==> config.mk <==
export PLATFORM = sky130hd
export DESIGN_NAME = io_out_chunk_tx
export DESIGN_NICKNAME = d
export VERILOG_FILES = /design/src/rtl/io_out_chunk_tx_pkg.sv /design/src/rtl/io_out_chunk_tx.sv
export SDC_FILE = /design/constraint.sdc
export NUM_CORES = 1
export LEC_CHECK = 0
export CAP_MARGIN = 20
export CORE_AREA = 4 4 49 51
export DETAILED_ROUTE_END_ITERATION = 8
export DIE_AREA = 0 0 53 55
export GPL_TIMING_DRIVEN = 1
export PLACE_DENSITY = 0.81
export SLEW_MARGIN = 30
export SYNTH_ARGS = -nofsm -noshare
export SYNTH_HDL_FRONTEND = slang
export SYNTH_SLANG_ARGS = --single-unit
==> constraint.sdc <==
create_clock -name clk -period 2.27 [get_ports clk]
set_clock_uncertainty 0.05 [all_clocks]
set_input_delay 0.454 -clock clk [delete_from_list [all_inputs] [get_ports clk]]
set_output_delay 0.454 -clock clk [all_outputs]
set_load 0.005 [all_outputs]
==> src/rtl/io_out_chunk_tx_pkg.sv <==
// Shared pin positions, default geometry and FSM state type for the chunked result transmitter.
package io_out_chunk_tx_pkg;

  // Positions on io_out: the marker is bit 0 and chunk data starts at bit 1.
  localparam int unsigned OMarkBitId  = 0;
  localparam int unsigned OChunkBitId = 1;

  localparam int unsigned DefaultWidth  = 7;
  localparam int unsigned DefaultChunks = 2;
  localparam int unsigned DefaultGap    = 0;

  typedef enum logic [1:0] {
    StIdle,
    StSend,
    StGap
  } tx_state_e;

endpackage

==> src/rtl/io_out_chunk_tx.sv <==
// Latches one wide result via valid/ready and streams it LSB-chunk first over CHUNKS clocks,
// with a frame marker on pin 0 during chunk 0.
module io_out_chunk_tx
  import io_out_chunk_tx_pkg::*;
#(
  parameter int unsigned WIDTH      = DefaultWidth,
  parameter int unsigned CHUNKS     = DefaultChunks,
  parameter int unsigned GAP_CYCLES = DefaultGap
) (
  input  logic                     clk,
  input  logic                     rst_n,
  input  logic                     in_valid,
  output logic                     in_ready,
  input  logic [WIDTH*CHUNKS-1:0]  in_data,
  output logic [WIDTH:0]           out_pins,
  output logic                     busy
);

  localparam int unsigned DW    = WIDTH * CHUNKS;
  localparam int unsigned CntW  = (CHUNKS > 1) ? $clog2(CHUNKS) : 1;
  localparam int unsigned GcntW = (GAP_CYCLES > 1) ? $clog2(GAP_CYCLES) : 1;

  localparam logic [CntW-1:0]  CntLast  = CntW'(CHUNKS - 1);
  localparam logic [GcntW-1:0] GcntLast = GcntW'((GAP_CYCLES > 0) ? GAP_CYCLES - 1 : 0);

  tx_state_e        state_q, state_d;
  logic [DW-1:0]    shreg_q, shreg_d;
  logic [CntW-1:0]  cnt_q, cnt_d;
  logic [GcntW-1:0] gcnt_q, gcnt_d;
  logic [WIDTH:0]   out_pins_q, out_pins_d;

  logic last_chunk;
  logic accept;

  assign last_chunk = (cnt_q == CntLast);

  // A new frame may start on the last chunk only when no gap is enforced.
  always_comb begin
    in_ready = 1'b0;
    if (rst_n) begin
      unique case (state_q)
        StIdle:  in_ready = 1'b1;
        StSend:  in_ready = last_chunk && (GAP_CYCLES == 0);
        default: in_ready = 1'b0;
      endcase
    end
  end

  assign accept = in_valid && in_ready;

  // Next-state logic computes the pin value for the coming cycle so out_pins stays registered.
  always_comb begin
    state_d    = state_q;
    shreg_d    = shreg_q;
    cnt_d      = cnt_q;
    gcnt_d     = gcnt_q;
    out_pins_d = '0;

    unique case (state_q)
      StIdle: begin
        if (accept) begin
          state_d                              = StSend;
          shreg_d                              = in_data >> WIDTH;
          cnt_d                                = '0;
          out_pins_d[OMarkBitId]               = 1'b1;
          out_pins_d[OChunkBitId +: WIDTH]     = in_data[WIDTH-1:0];
        end
      end

      StSend: begin
        if (!last_chunk) begin
          cnt_d                                = cnt_q + 1'b1;
          shreg_d                              = shreg_q >> WIDTH;
          out_pins_d[OChunkBitId +: WIDTH]     = shreg_q[WIDTH-1:0];
        end else if (GAP_CYCLES > 0) begin
          state_d = StGap;
          gcnt_d  = '0;
          cnt_d   = '0;
        end else if (accept) begin
          state_d                              = StSend;
          shreg_d                              = in_data >> WIDTH;
          cnt_d                                = '0;
          out_pins_d[OMarkBitId]               = 1'b1;
          out_pins_d[OChunkBitId +: WIDTH]     = in_data[WIDTH-1:0];
        end else begin
          state_d = StIdle;
          cnt_d   = '0;
        end
      end

      StGap: begin
        gcnt_d = gcnt_q + 1'b1;
        if (gcnt_q == GcntLast) begin
          state_d = StIdle;
          gcnt_d  = '0;
        end
      end

      default: begin
        state_d = StIdle;
      end
    endcase
  end

  always_ff @(posedge clk) begin
    if (!rst_n) begin
      state_q    <= StIdle;
      shreg_q    <= '0;
      cnt_q      <= '0;
      gcnt_q     <= '0;
      out_pins_q <= '0;
    end else begin
      state_q    <= state_d;
      shreg_q    <= shreg_d;
      cnt_q      <= cnt_d;
      gcnt_q     <= gcnt_d;
      out_pins_q <= out_pins_d;
    end
  end

  assign out_pins = out_pins_q;
  assign busy     = (state_q != StIdle);

endmodule

# Yosys cells after proc, flatten, opt, wreduce, memory -nomap -nowiden
# Index checks and enable logic that the tools add are counted.
# totals
output_inout_bits	10
wordCells	36
regBits	26
in_bits	17
# classes
n_eq_ne	5
n_addsub	2
n_mux	18
n_reduce_logical	6
# ops
op	count
$mux W14	2
$pmux W14 S2	1
$pmux W8 S2	1
$mux W8	1
$mux W7	1
$mux W1	6
$mux W2	3
$ne A2 B2 Y1 const B	3
$pmux W2 S3	1
$pmux W1 S2	2
$reduce_bool A2 Y1	2
$reduce_and A3 Y1	1
$add A1 B1 Y1 const B	2
$eq A2 B1 Y1 const B	1
$eq A2 B2 Y1 const B	1
$logic_not A2 Y1	1
$reduce_and A2 Y1	1
$logic_and A1 B1 Y1	1

# Logic depth before layout (Yosys ltp)
# Gate-level depths: netlist (run 1).
# logic_depth
depth_word	7
ltp_mapped	4
ltp_nobuf	3

# Least setup slack after synthesis (run 1)
# Ideal clock, no wire load.
# synth_timing
path_kind	input -> output
startpoint	input rst_n
endpoint	output in_ready
cell_stages	3
arrival_time_ps	805
path_slack_ps	961
n_path_buf	1
required_ps	1766
path_cell_list	inv_1 -> buf_2 -> nor2_1
# synth_via
elab_chain_cells	1
# synth_lines
element	line_no	rtl
start, declared	io_out_chunk_tx.sv:11	input logic rst_n,
$mux W1	io_out_chunk_tx.sv:40	if (rst_n) begin
end, declared	io_out_chunk_tx.sv:13	output logic in_ready,
# Every way passes these cells.

# Final worst setup path (run 1)
# Same ends and word-level chain as after synthesis.

==> results of run 1 <==
[flip-flops by register name, indices dropped and copies added, names as in the netlist]
register,cells
out_pins,8
state_q,1
cnt_q,1
shreg_q,14
[worst max-delay path: stages]
cell,delay [ns]
sky130_fd_sc_hd__clkdlybuf4s50_1,0.47
sky130_fd_sc_hd__inv_1,0.06
sky130_fd_sc_hd__nor2_1,0.10
sky130_fd_sc_hd__clkdlybuf4s50_1,0.50
[Yosys cell counts]
library cell               count
sky130_fd_sc_hd__dfxtp_1      24
sky130_fd_sc_hd__a21oi_1      14
sky130_fd_sc_hd__and2_1        7
sky130_fd_sc_hd__mux2i_1       7
sky130_fd_sc_hd__nand2_1       7
sky130_fd_sc_hd__nand3_1       7
sky130_fd_sc_hd__o21ai_0       7
sky130_fd_sc_hd__buf_4         3
sky130_fd_sc_hd__nor2_1        3
sky130_fd_sc_hd__buf_2         2
sky130_fd_sc_hd__a21oi_2       1
sky130_fd_sc_hd__and3_1        1
sky130_fd_sc_hd__buf_6         1
sky130_fd_sc_hd__inv_1         1
sky130_fd_sc_hd__nand2b_1      1
sky130_fd_sc_hd__nor2b_1       1
sky130_fd_sc_hd__nor3_4        1
sky130_fd_sc_hd__or3b_1        1
[routing by layer]
layer	wire, um	track usage [%]	part of all wire [%]	vias up
met4	9	3.830	0.56	0
li1	-	-	-	359
met3	106	5.630	6.6	2
met5	0	0	0	-
met1	705	14.78	44	292
met2	797	23.55	49	18
[logic make-up after synthesis]
family | Yosys count | share of synthesized area, %
AO/OA/AOI/OAI | 22 | 13.06
buffers and inverters | 7 | 5.451
flip-flops | 24 | 55.09
multiplexers | 7 | 8.035
AND/OR/NAND/NOR | 29 | 18.37
[layout by cell type, fill, tap and decap left out]
master,n
sky130_fd_sc_hd__clkbuf_4,3
sky130_fd_sc_hd__inv_1,1
sky130_fd_sc_hd__clkdlybuf4s50_1,26
sky130_fd_sc_hd__a21oi_2,1
sky130_fd_sc_hd__nor3_4,1
sky130_fd_sc_hd__dfxtp_1,24
sky130_fd_sc_hd__or3b_1,1
sky130_fd_sc_hd__and2_1,7
sky130_fd_sc_hd__nor2b_1,1
sky130_fd_sc_hd__mux2i_1,7
sky130_fd_sc_hd__a21oi_1,14
sky130_fd_sc_hd__o21ai_0,7
sky130_fd_sc_hd__buf_4,4
sky130_fd_sc_hd__nand2b_1,1
sky130_fd_sc_hd__clkbuf_8,1
sky130_fd_sc_hd__and3_1,1
sky130_fd_sc_hd__nand2_1,7
sky130_fd_sc_hd__nand3_1,7
sky130_fd_sc_hd__nor2_1,3
[area by class of cell]
class | instances | area [sq um] | area share [%]
Clock buffer | 4 | 36.28 | 3.053
Inverter | 1 | 3.754 | 0.3158
Multi-Input combinational cell | 58 | 344.1 | 28.95
Sequential cell | 24 | 480.5 | 40.42
Tap cell | 27 | 33.78 | 2.842
Timing Repair Buffer | 30 | 290.3 | 24.42
[worst paths after layout]
kind | startpoint | end | slack [ns] | depth (start not counted)
min reg2reg | shreg_q[10]$_SDFF_PN0_ | shreg_q[10]$_SDFF_PN0_ | 0.42 | 1
max | rst_n | in_ready | 0.17 | 4
max reg2reg | cnt_q$_SDFFE_PN0P_ | out_pins[7]$_SDFF_PN0_ | 0.87 | 3
min | shreg_q[10]$_SDFF_PN0_ | shreg_q[10]$_SDFF_PN0_ | 0.42 | 1
[where the power goes]
part           total, W  internal [W]  switching [W]
Combinational  0.000116     0.0000677      0.0000484
Sequential     0.000452      0.000443     0.00000931
Clock          0.000217     0.0000981       0.000119
Total          0.000785      0.000608       0.000177
[per-stage QoR]
step | std cells | hold WS (ns)
2_1_floorplan | 89 | 0.3742
3_3_place_gp | 140 | 0.3870
3_5_place_dp | 140 | 0.3905
4_1_cts | 144 | 0.4219
5_1_grt | 144 | 0.4565
6_report | 144 | 0.4184
==> impl_results.md, run 1 <==
- Vias per inst: 4.660
- Antenna-violating nets left: 0
- Combined area of all synthesized cells: 872.1 sq um
- Overall power of the completed layout: 0.0007854 W
- Sort of element at the start of the critical path: primary input
- Vias in the first global route: 658
- Required time at the endpoint of the critical path: 1.77 ns
- TritonCTS clock tree: built
- Final-report hold violation count: 0
- Area of all placed cells without fillers: 1189 sq um
- Total power divided by cell area: 660.8 nW/um^2
- Final clock period utilization by the worst path: 92.35%
- Utilization after layout: 61.21%
- Number of antenna diodes: 0
- Sequential element share of the synthesized area: 55.09%
- Leakage power total: 0.4675 nW
- Antenna violations before repair: 0
- Element type at the critical path end: output pin
- Initial standard-cell utilization of the core: 44.91%
- WL per Instance: 11.24 um
- CTS hold repair buffers: 0
- Minimum clock period: 2.096 ns
- Number of buffers inserted to repair setup after CTS: 0
- Transition time at the pin with the least slew margin: 0.7509 ns
- Synth warnings: 0
- Maximum number of pins on one net before global-route repair: 24
- Row count: 16
- Final-layout setup total negative slack: 0 ns
- Total global-route track usage: 13.38%
- Worst IR drop on VDD: 563.7 uV
- Arrival @ worst endpoint: 1.59 ns
- H-tree level count: 1
- Area of placed instances: 1152 sq um
- Area share of the largest cell type after synthesis: 55.09%
- First-pass DRT Iterations: 4
- Final setup violation count: 0
- Gates resized, CTS repair: 0
- Largest cells by area after synthesis: sky130_fd_sc_hd__dfxtp_1 55%, sky130_fd_sc_hd__a21oi_1 8.0%, sky130_fd_sc_hd__mux2i_1 8.0%
- Achievable Freq: 477.0 MHz
- Slew Limit Headroom: 49.94%
- Synth area leader: sky130_fd_sc_hd__dfxtp_1
- Class of the most critical hold timing path: reg -> reg
- Worst setup path class: in -> out
- Clock sink total: 24
- Violation count after the first detailed-routing iteration: 11
- Count of mapped cells out of synthesis: 89
- Share of final-layout standard cells stronger than drive strength 1: 8.547%
- Floorplan core area: 1942 sq um
- Buffer type at the clock tree root: sky130_fd_sc_hd__clkbuf_4
- Net count, final: 135
- Detailed-route DRC error count: 0
- FF+latch count, synth: 24
- Maximum root-to-sink buffer count: 2
- Final worst slack: 0.1736 ns
- Max Slew Vio Count: 0
- Wire length after detailed routing: 1618 um
- Number of port buffers: 26
- Clk_lat worst skew: 0.31 ns
- Global-route wire length before repair: 2870 um
- Max Cap Violations: 0
- Layout-stage area growth over the synthesis result: 36.30%
- Global placement routability congestion: 0.7974
- Post-Place Worst Slack: 0.1657 ns
- Unrepaired setup endpoints after global routing: no
- Synth Area per Inst: 9.799 sq um
- Fill cells: 174
- Overflow left after global routing: 0
- Total Die Area: 2915 sq um
- Total nets after synthesis: 106
- Die span in y: 55 um
- Result of the run: completed
- Library cells used by synthesis: 18
- Clk pin slew, worst setup/hold paths: 0.12 ns
- Width of the die: 53 um
- Max Fanout on Critical Path: 2
- Number of I/O pins: 27
- Vias after detailed routing: 671
- CTS Buf Count: 3
(Power assumes the default switching activity.)
==> run 2, diff against run 1 <==
--- a/config.mk
+++ b/config.mk
@@ -6,11 +6,11 @@
 export NUM_CORES = 1
 export LEC_CHECK = 0
 export CAP_MARGIN = 20
-export CORE_AREA = 4 4 49 51
+export CORE_AREA = 4 4 45 55
 export DETAILED_ROUTE_END_ITERATION = 8
-export DIE_AREA = 0 0 53 55
+export DIE_AREA = 0 0 49 59
 export GPL_TIMING_DRIVEN = 1
-export PLACE_DENSITY = 0.81
+export PLACE_DENSITY = 0.82
 export SLEW_MARGIN = 30
 export SYNTH_ARGS = -nofsm -noshare
 export SYNTH_HDL_FRONTEND = slang
==> impl_results.md, run 2 (synthesized netlist as in run 1, its figures left out) <==
- Class of the most critical hold timing path: reg -> reg (unchanged)
- Max FFs per register: 14 (unchanged)
- Cell count after placement: 133 (was 140)
- Unrepaired setup endpoints after global routing: no (unchanged)
- Vias per inst: 5.182 (was 4.660)
- Final setup violation count: 0 (unchanged)
- Share of final-layout standard cells stronger than drive strength 1: 8.547% (unchanged)
- Initial standard-cell utilization of the core: 44.00% (was 44.91%)
- Total global-route track usage: 12.26% (was 13.38%)
- Placed wire-length estimate: 1204 um
- Clock sink total: 24 (unchanged)
- Final cell count without fillers: 137 (was 144)
- Maximum root-to-sink buffer count: 2 (unchanged)
- Vias in the first global route: 611 (was 658)
- Area taken by flip-flops and latches: 480.5 sq um (unchanged)
- Number of port buffers: 26 (unchanged)
- CTS Buf Count: 3 (unchanged)
- First-pass DRT Iterations: 4 (unchanged)
- Width of the die: 49 um (was 53 um)
- Utilization after layout: 60.35% (was 61.21%)
- H-tree level count: 1 (unchanged)
- Total Die Area: 2891 sq um (was 2915 sq um)
- Layout-stage area growth over the synthesis result: 37.16% (was 36.30%)
- Total power divided by cell area: 734.1 nW/um^2 (was 660.8 nW/um^2)
- Wire length after detailed routing: 1666 um (was 1618 um)
- Most flop-heavy register: shreg_q (unchanged)
- Antenna violations before repair: 0 (unchanged)
- Sort of element at the start of the critical path: primary input (unchanged)
- Number of buffers inserted to repair setup after CTS: 0 (unchanged)
- Vias after detailed routing: 710 (was 671)
- Achievable Freq: 472.9 MHz (was 477.0 MHz)
- Violation count after the first detailed-routing iteration: 12 (was 11)
- Worst setup path class: in -> out (unchanged)
- R2r setup slk: 0.82 ns (was 0.87 ns)
- Result of the run: completed (unchanged)
- Arrival @ worst endpoint: 1.61 ns (was 1.59 ns)
- CTS hold repair buffers: 0 (unchanged)
- Global-route wire length before repair: 2711 um (was 2870 um)
- Global placement routability congestion: 0.6926 (was 0.7974)
- Fill cells: 169 (was 174)
- Maximum number of pins on one net before global-route repair: 24 (unchanged)
- Max Fanout on Critical Path: 2 (unchanged)
- Final clock period utilization by the worst path: 93.15% (was 92.35%)
- Worst IR drop on VDD: 431.1 uV (was 563.7 uV)
- Number of I/O pins: 27 (unchanged)
- Transition time at the pin with the least slew margin: 0.7750 ns (was 0.7509 ns)
- Max Slew Vio Count: 0 (unchanged)
- Most common cell after layout, fill and taps aside: sky130_fd_sc_hd__clkdlybuf4s50_1 (unchanged)
- Final-report hold violation count: 0 (unchanged)
- TritonCTS clock tree: built (unchanged)
- Max Cap Violations: 0 (unchanged)
- Net count, final: 135 (unchanged)
- Clk pin slew, worst setup/hold paths: 0.13 ns (was 0.12 ns)
- Die span in y: 59 um (was 55 um)
- Combined area of the multi-input logic cells: 344.1 sq um (unchanged)
- Overflow left after global routing: 0 (unchanged)
- Element type at the critical path end: output pin (unchanged)
- Overall power of the completed layout: 0.0008781 W (was 0.0007854 W)
- Highest-count cells in the layout ignoring fill and taps: 26 x sky130_fd_sc_hd__clkdlybuf4s50_1, 24 x sky130_fd_sc_hd__dfxtp_1, 14 x sky130_fd_sc_hd__a21oi_1 (unchanged)
- Clk_lat worst skew: 0.32 ns (was 0.31 ns)
- Minimum clock period: 2.114 ns (was 2.096 ns)
- Floorplan core area: 1982 sq um (was 1942 sq um)
- Detailed-route DRC error count: 0 (unchanged)
- Antenna-violating nets left: 0 (unchanged)
- Area of placed instances: 1144 sq um (was 1152 sq um)
- R2r startpoint: state_q[0]$_SDFFE_PN0P_ (was cnt_q$_SDFFE_PN0P_)
- WL per Instance: 12.16 um (was 11.24 um)
- Area of all placed cells without fillers: 1196 sq um (was 1189 sq um)
- First element of the critical path: rst_n (unchanged)
- Leakage power total: 0.4744 nW (was 0.4675 nW)
- Slew Limit Headroom: 48.33% (was 49.94%)
- Buffer type at the clock tree root: sky130_fd_sc_hd__clkbuf_4 (unchanged)
- Final-layout setup total negative slack: 0 ns (unchanged)
- Row count: 18 (was 16)
- Required time at the endpoint of the critical path: 1.77 ns (about the same)
- Gates resized, CTS repair: 0 (unchanged)
- Hold Path Origin: shreg_q[6]$_SDFF_PN0_ (was shreg_q[10]$_SDFF_PN0_)
- Number of antenna diodes: 0 (unchanged)
==> run 2: cell count changes in the layout (fill, tap and decap cells not counted) <==
cell,delta
sky130_fd_sc_hd__bufinv_16,+1
sky130_fd_sc_hd__clkbuf_8,-1
==> run 2: where the power goes <==
group	switching, W	leakage, nW	internal (W)
Sequential	0.00000952	0.197	0.000443
Combinational	0.0000491	0.250	0.0000677
Clock	0.000130	0.0279	0.000179
==> run 2: layer usage <==
metal / vias up / GRT usage (%) / wire length [um]
met5: - / 0 / 0
met4: 0 / 9.231 / 44
met2: 22 / 20.15 / 793
li1: 361 / - / -
met3: 5 / 2.267 / 98
met1: 322 / 14.15 / 730
==> run 2: worst paths after layout <==
path	end	depth (start not counted)
hold / removal	out_pins[7]$_SDFF_PN0_	2
setup reg to reg	shreg_q[2]$_SDFF_PN0_	3
setup / recovery	in_ready	4
hold reg to reg	out_pins[7]$_SDFF_PN0_	2
==> run 2: worst max-delay path: stages <==
cell	delay (ns)
sky130_fd_sc_hd__clkdlybuf4s50_1	0.48
sky130_fd_sc_hd__inv_1	0.06
sky130_fd_sc_hd__nor2_1	0.11
sky130_fd_sc_hd__clkdlybuf4s50_1	0.51
==> run 2: layout make-up <==
class,count,area share (%)
inverters,1,0.3138
clock buffers,3,1.883
multi-input cells,58,28.77
repair buffers,30,24.27
flip-flops and latches,24,40.17
well taps,20,2.092
clock inverters,1,2.510
==> run 2: metrics by stage <==
stage	hold WS [ns]	setup slack, ns
after global routing	0.4327	0.07650
after detailed placement	0.3892	0.1398
after global placement	0.3867	0.1377
after floorplan	0.3742	0.9607
final	0.4125	0.1555
after CTS	0.4142	0.1387
==> run 3, diff against run 2 <==
--- a/config.mk
+++ b/config.mk
@@ -10,7 +10,7 @@
 export DETAILED_ROUTE_END_ITERATION = 8
 export DIE_AREA = 0 0 49 59
 export GPL_TIMING_DRIVEN = 1
-export PLACE_DENSITY = 0.82
+export PLACE_DENSITY = 0.83
 export SLEW_MARGIN = 30
 export SYNTH_ARGS = -nofsm -noshare
 export SYNTH_HDL_FRONTEND = slang
==> impl_results.md, run 3 (synthesized netlist as in run 1, its figures left out) <==
- Global-route met2 utilization: 18.10% (was 20.15%)
- Gates resized, CTS repair: 0 (unchanged)
- Clk_lat worst skew: 0.31 ns (was 0.32 ns)
- Utilization after layout: 59.53% (was 60.35%)
- Achievable Freq: 473.1 MHz (was 472.9 MHz)
- Antenna violations before repair: 0 (unchanged)
- End of the worst register-to-register path: shreg_q[0]$_SDFF_PN0_ (was shreg_q[2]$_SDFF_PN0_)
- Final setup violation count: 0 (unchanged)
- Critical-path cell list: nor2b_1 > nor2_1 > clkdlybuf4s50_1 (was clkdlybuf4s50_1 > inv_1 > nor2_1 > clkdlybuf4s50_1)
- Overflow left after global routing: 0 (unchanged)
- WL per Instance: 11.82 um (was 12.16 um)
- Antenna-violating nets left: 0 (unchanged)
- GR Util met3: 2.771% (was 2.267%)
- Detailed-route DRC error count: 0 (unchanged)
- CTS hold repair buffers: 0 (unchanged)
- Violation count after the first detailed-routing iteration: 7 (was 12)
- Last element of the critical path: in_ready (unchanged)
- Slew Limit Headroom: 49.91% (was 48.33%)
- Longest individual stage delay on the worst path: 0.46 ns (was 0.51 ns)
- Global placement routability congestion: 0.7177 (was 0.6926)
- Placed wire-length estimate: 1199 um (was 1204 um)
- Gr busiest metal: met2 (unchanged)
- Layout-stage area growth over the synthesis result: 35.29% (was 37.16%)
- Stages on worst setup path: 3 (was 4)
- Minimum clock period: 2.114 ns (about the same)
- Unrepaired setup endpoints after global routing: no (unchanged)
- Max Slew Vio Count: 0 (unchanged)
- Clk pin slew, worst setup/hold paths: 0.12 ns (was 0.13 ns)
- CTS Buf Count: 3 (unchanged)
- Wire length after detailed routing: 1619 um (was 1666 um)
- Max FFs per register: 14 (unchanged)
- Row count: 18 (unchanged)
- TritonCTS clock tree: built (unchanged)
- Global-route wire length before repair: 2553 um (was 2711 um)
- Highest-count cells in the layout ignoring fill and taps: 26 x sky130_fd_sc_hd__clkdlybuf4s50_1, 24 x sky130_fd_sc_hd__dfxtp_1, 14 x sky130_fd_sc_hd__a21oi_1 (unchanged)
- Initial standard-cell utilization of the core: 44.00% (unchanged)
- Total Die Area: 2891 sq um (unchanged)
- Final clock period utilization by the worst path: 93.12% (was 93.15%)
- Number of antenna diodes: 0 (unchanged)
- Element type at the critical path end: output pin (unchanged)
- Total global-route track usage: 11.18% (was 12.26%)
- Required time at the endpoint of the critical path: 1.77 ns (about the same)
- Most common cell after layout, fill and taps aside: sky130_fd_sc_hd__clkdlybuf4s50_1 (unchanged)
- Transition time at the pin with the least slew margin: 0.7514 ns (was 0.7750 ns)
- Cell type group with the largest total delay on the critical path: simple AND/OR/NAND/NOR gates (was buffers and inverters)
- Number of port buffers: 26 (unchanged)
- H-tree level count: 1 (unchanged)
- Floorplan core area: 1982 sq um (unchanged)
- Post-Place Worst Slack: 0.1729 ns (was 0.1398 ns)
- Final-layout setup total negative slack: 0 ns (unchanged)
- Width of the die: 49 um (unchanged)
- R2r setup slk: 0.81 ns (was 0.82 ns)
- Fill cells: 179 (was 169)
- Most flop-heavy register: shreg_q (unchanged)
- Overall power of the completed layout: 0.0007858 W (was 0.0008781 W)
- Library cell contributing the largest single delay on the critical path: sky130_fd_sc_hd__clkdlybuf4s50_1 (unchanged)
- Maximum root-to-sink buffer count: 2 (unchanged)
- Share of final-layout standard cells stronger than drive strength 1: 8.547% (unchanged)
- Arrival @ worst endpoint: 1.61 ns (about the same)
- Sort of element at the start of the critical path: register (was primary input)
- Global routing met1 resource utilization: 13.79% (was 14.15%)
- Maximum number of pins on one net before global-route repair: 24 (unchanged)
- R2r startpoint: cnt_q$_SDFFE_PN0P_ (was state_q[0]$_SDFFE_PN0P_)
- First-pass DRT Iterations: 4 (unchanged)
- Net count, final: 135 (unchanged)
- Leakage power total: 0.4675 nW (was 0.4744 nW)
- Max Cap Violations: 0 (unchanged)
- Class of the most critical hold timing path: reg -> reg (unchanged)
- Vias per inst: 4.825 (was 5.182)
- Die span in y: 59 um (unchanged)
- Number of cell instances on the worst register-to-register path: 3 (unchanged)
- Worst setup path class: reg -> out (was in -> out)
- Total power divided by cell area: 666.0 nW/um^2 (was 734.1 nW/um^2)
- First element of the critical path: state_q[0]$_SDFFE_PN0P_ (was rst_n)
- Vias after detailed routing: 661 (was 710)
- Buffer type at the clock tree root: sky130_fd_sc_hd__clkbuf_4 (unchanged)
- Max Fanout on Critical Path: 6 (was 2)
- Number of buffer and inverter stages on the critical path: 1 (was 3)
- Clock sink total: 24 (unchanged)
- Number of buffers inserted to repair setup after CTS: 0 (unchanged)
- Worst IR drop on VDD: 439.2 uV (was 431.1 uV)
- Number of I/O pins: 27 (unchanged)
- Final worst slack: 0.1562 ns (was 0.1555 ns)
- Result of the run: completed (unchanged)
- Final-report hold violation count: 0 (unchanged)
- Vias in the first global route: 573 (was 611)
==> run 3: cell type report <==
type | instances | area, sq um | area share, %
timing repair buffer | 30 | 290.3 | 24.60
tap | 20 | 25.02 | 2.121
inverter | 1 | 3.754 | 0.3181
clock buffer | 4 | 36.28 | 3.075
sequential | 24 | 480.5 | 40.72
multi-input combinational | 58 | 344.1 | 29.16
==> run 3: power by group <==
group	leakage [nW]	switching (W)	internal (W)	total, W
Clock	0.0210	0.000120	0.0000979	0.000217
Sequential	0.197	0.00000904	0.000443	0.000452
Combinational	0.250	0.0000490	0.0000677	0.000117
Total	0.467	0.000178	0.000608	0.000786
==> run 3: worst min path at each step <==
stage | endpoint | slack (ns) | cells after the start | start
2_1_floorplan | shreg_q[10]$_SDFF_PN0_ | 0.37 | 1 | shreg_q[10]$_SDFF_PN0_
3_3_place_gp | shreg_q[11]$_SDFF_PN0_ | 0.39 | 1 | shreg_q[11]$_SDFF_PN0_
3_5_place_dp | shreg_q[11]$_SDFF_PN0_ | 0.39 | 1 | shreg_q[11]$_SDFF_PN0_
4_1_cts | out_pins[1]$_SDFF_PN0_ | 0.42 | 2 | shreg_q[0]$_SDFF_PN0_
5_1_grt | out_pins[1]$_SDFF_PN0_ | 0.42 | 2 | shreg_q[0]$_SDFF_PN0_
6_report | out_pins[1]$_SDFF_PN0_ | 0.41 | 2 | shreg_q[0]$_SDFF_PN0_
==> run 3: routing by layer <==
metal | up-vias | share of wire, %
met5 | - | 0
met4 | 0 | 1.9
met3 | 5 | 5.4
met2 | 18 | 46
met1 | 280 | 46
li1 | 358 | -
==> run 3: tightest hold or removal path: cells and delay by family, from the launching register on <==
kind	cells	cell delay, ns
and+or+nand+nor	1	0.05
DFF	1	0.33
AOI/OAI and AO/OA	1	0.05
==> run 3: per-stage QoR <==
step / cell area [sq um] / std cells / hold WS, ns
detailed placement: 1144 / 133 / 0.3917
CTS: 1180 / 137 / 0.4156
global route: 1180 / 137 / 0.4221
finish: 1180 / 137 / 0.4139
floorplan: 872.1 / 89 / 0.3742
global placement: 1144 / 133 / 0.3865
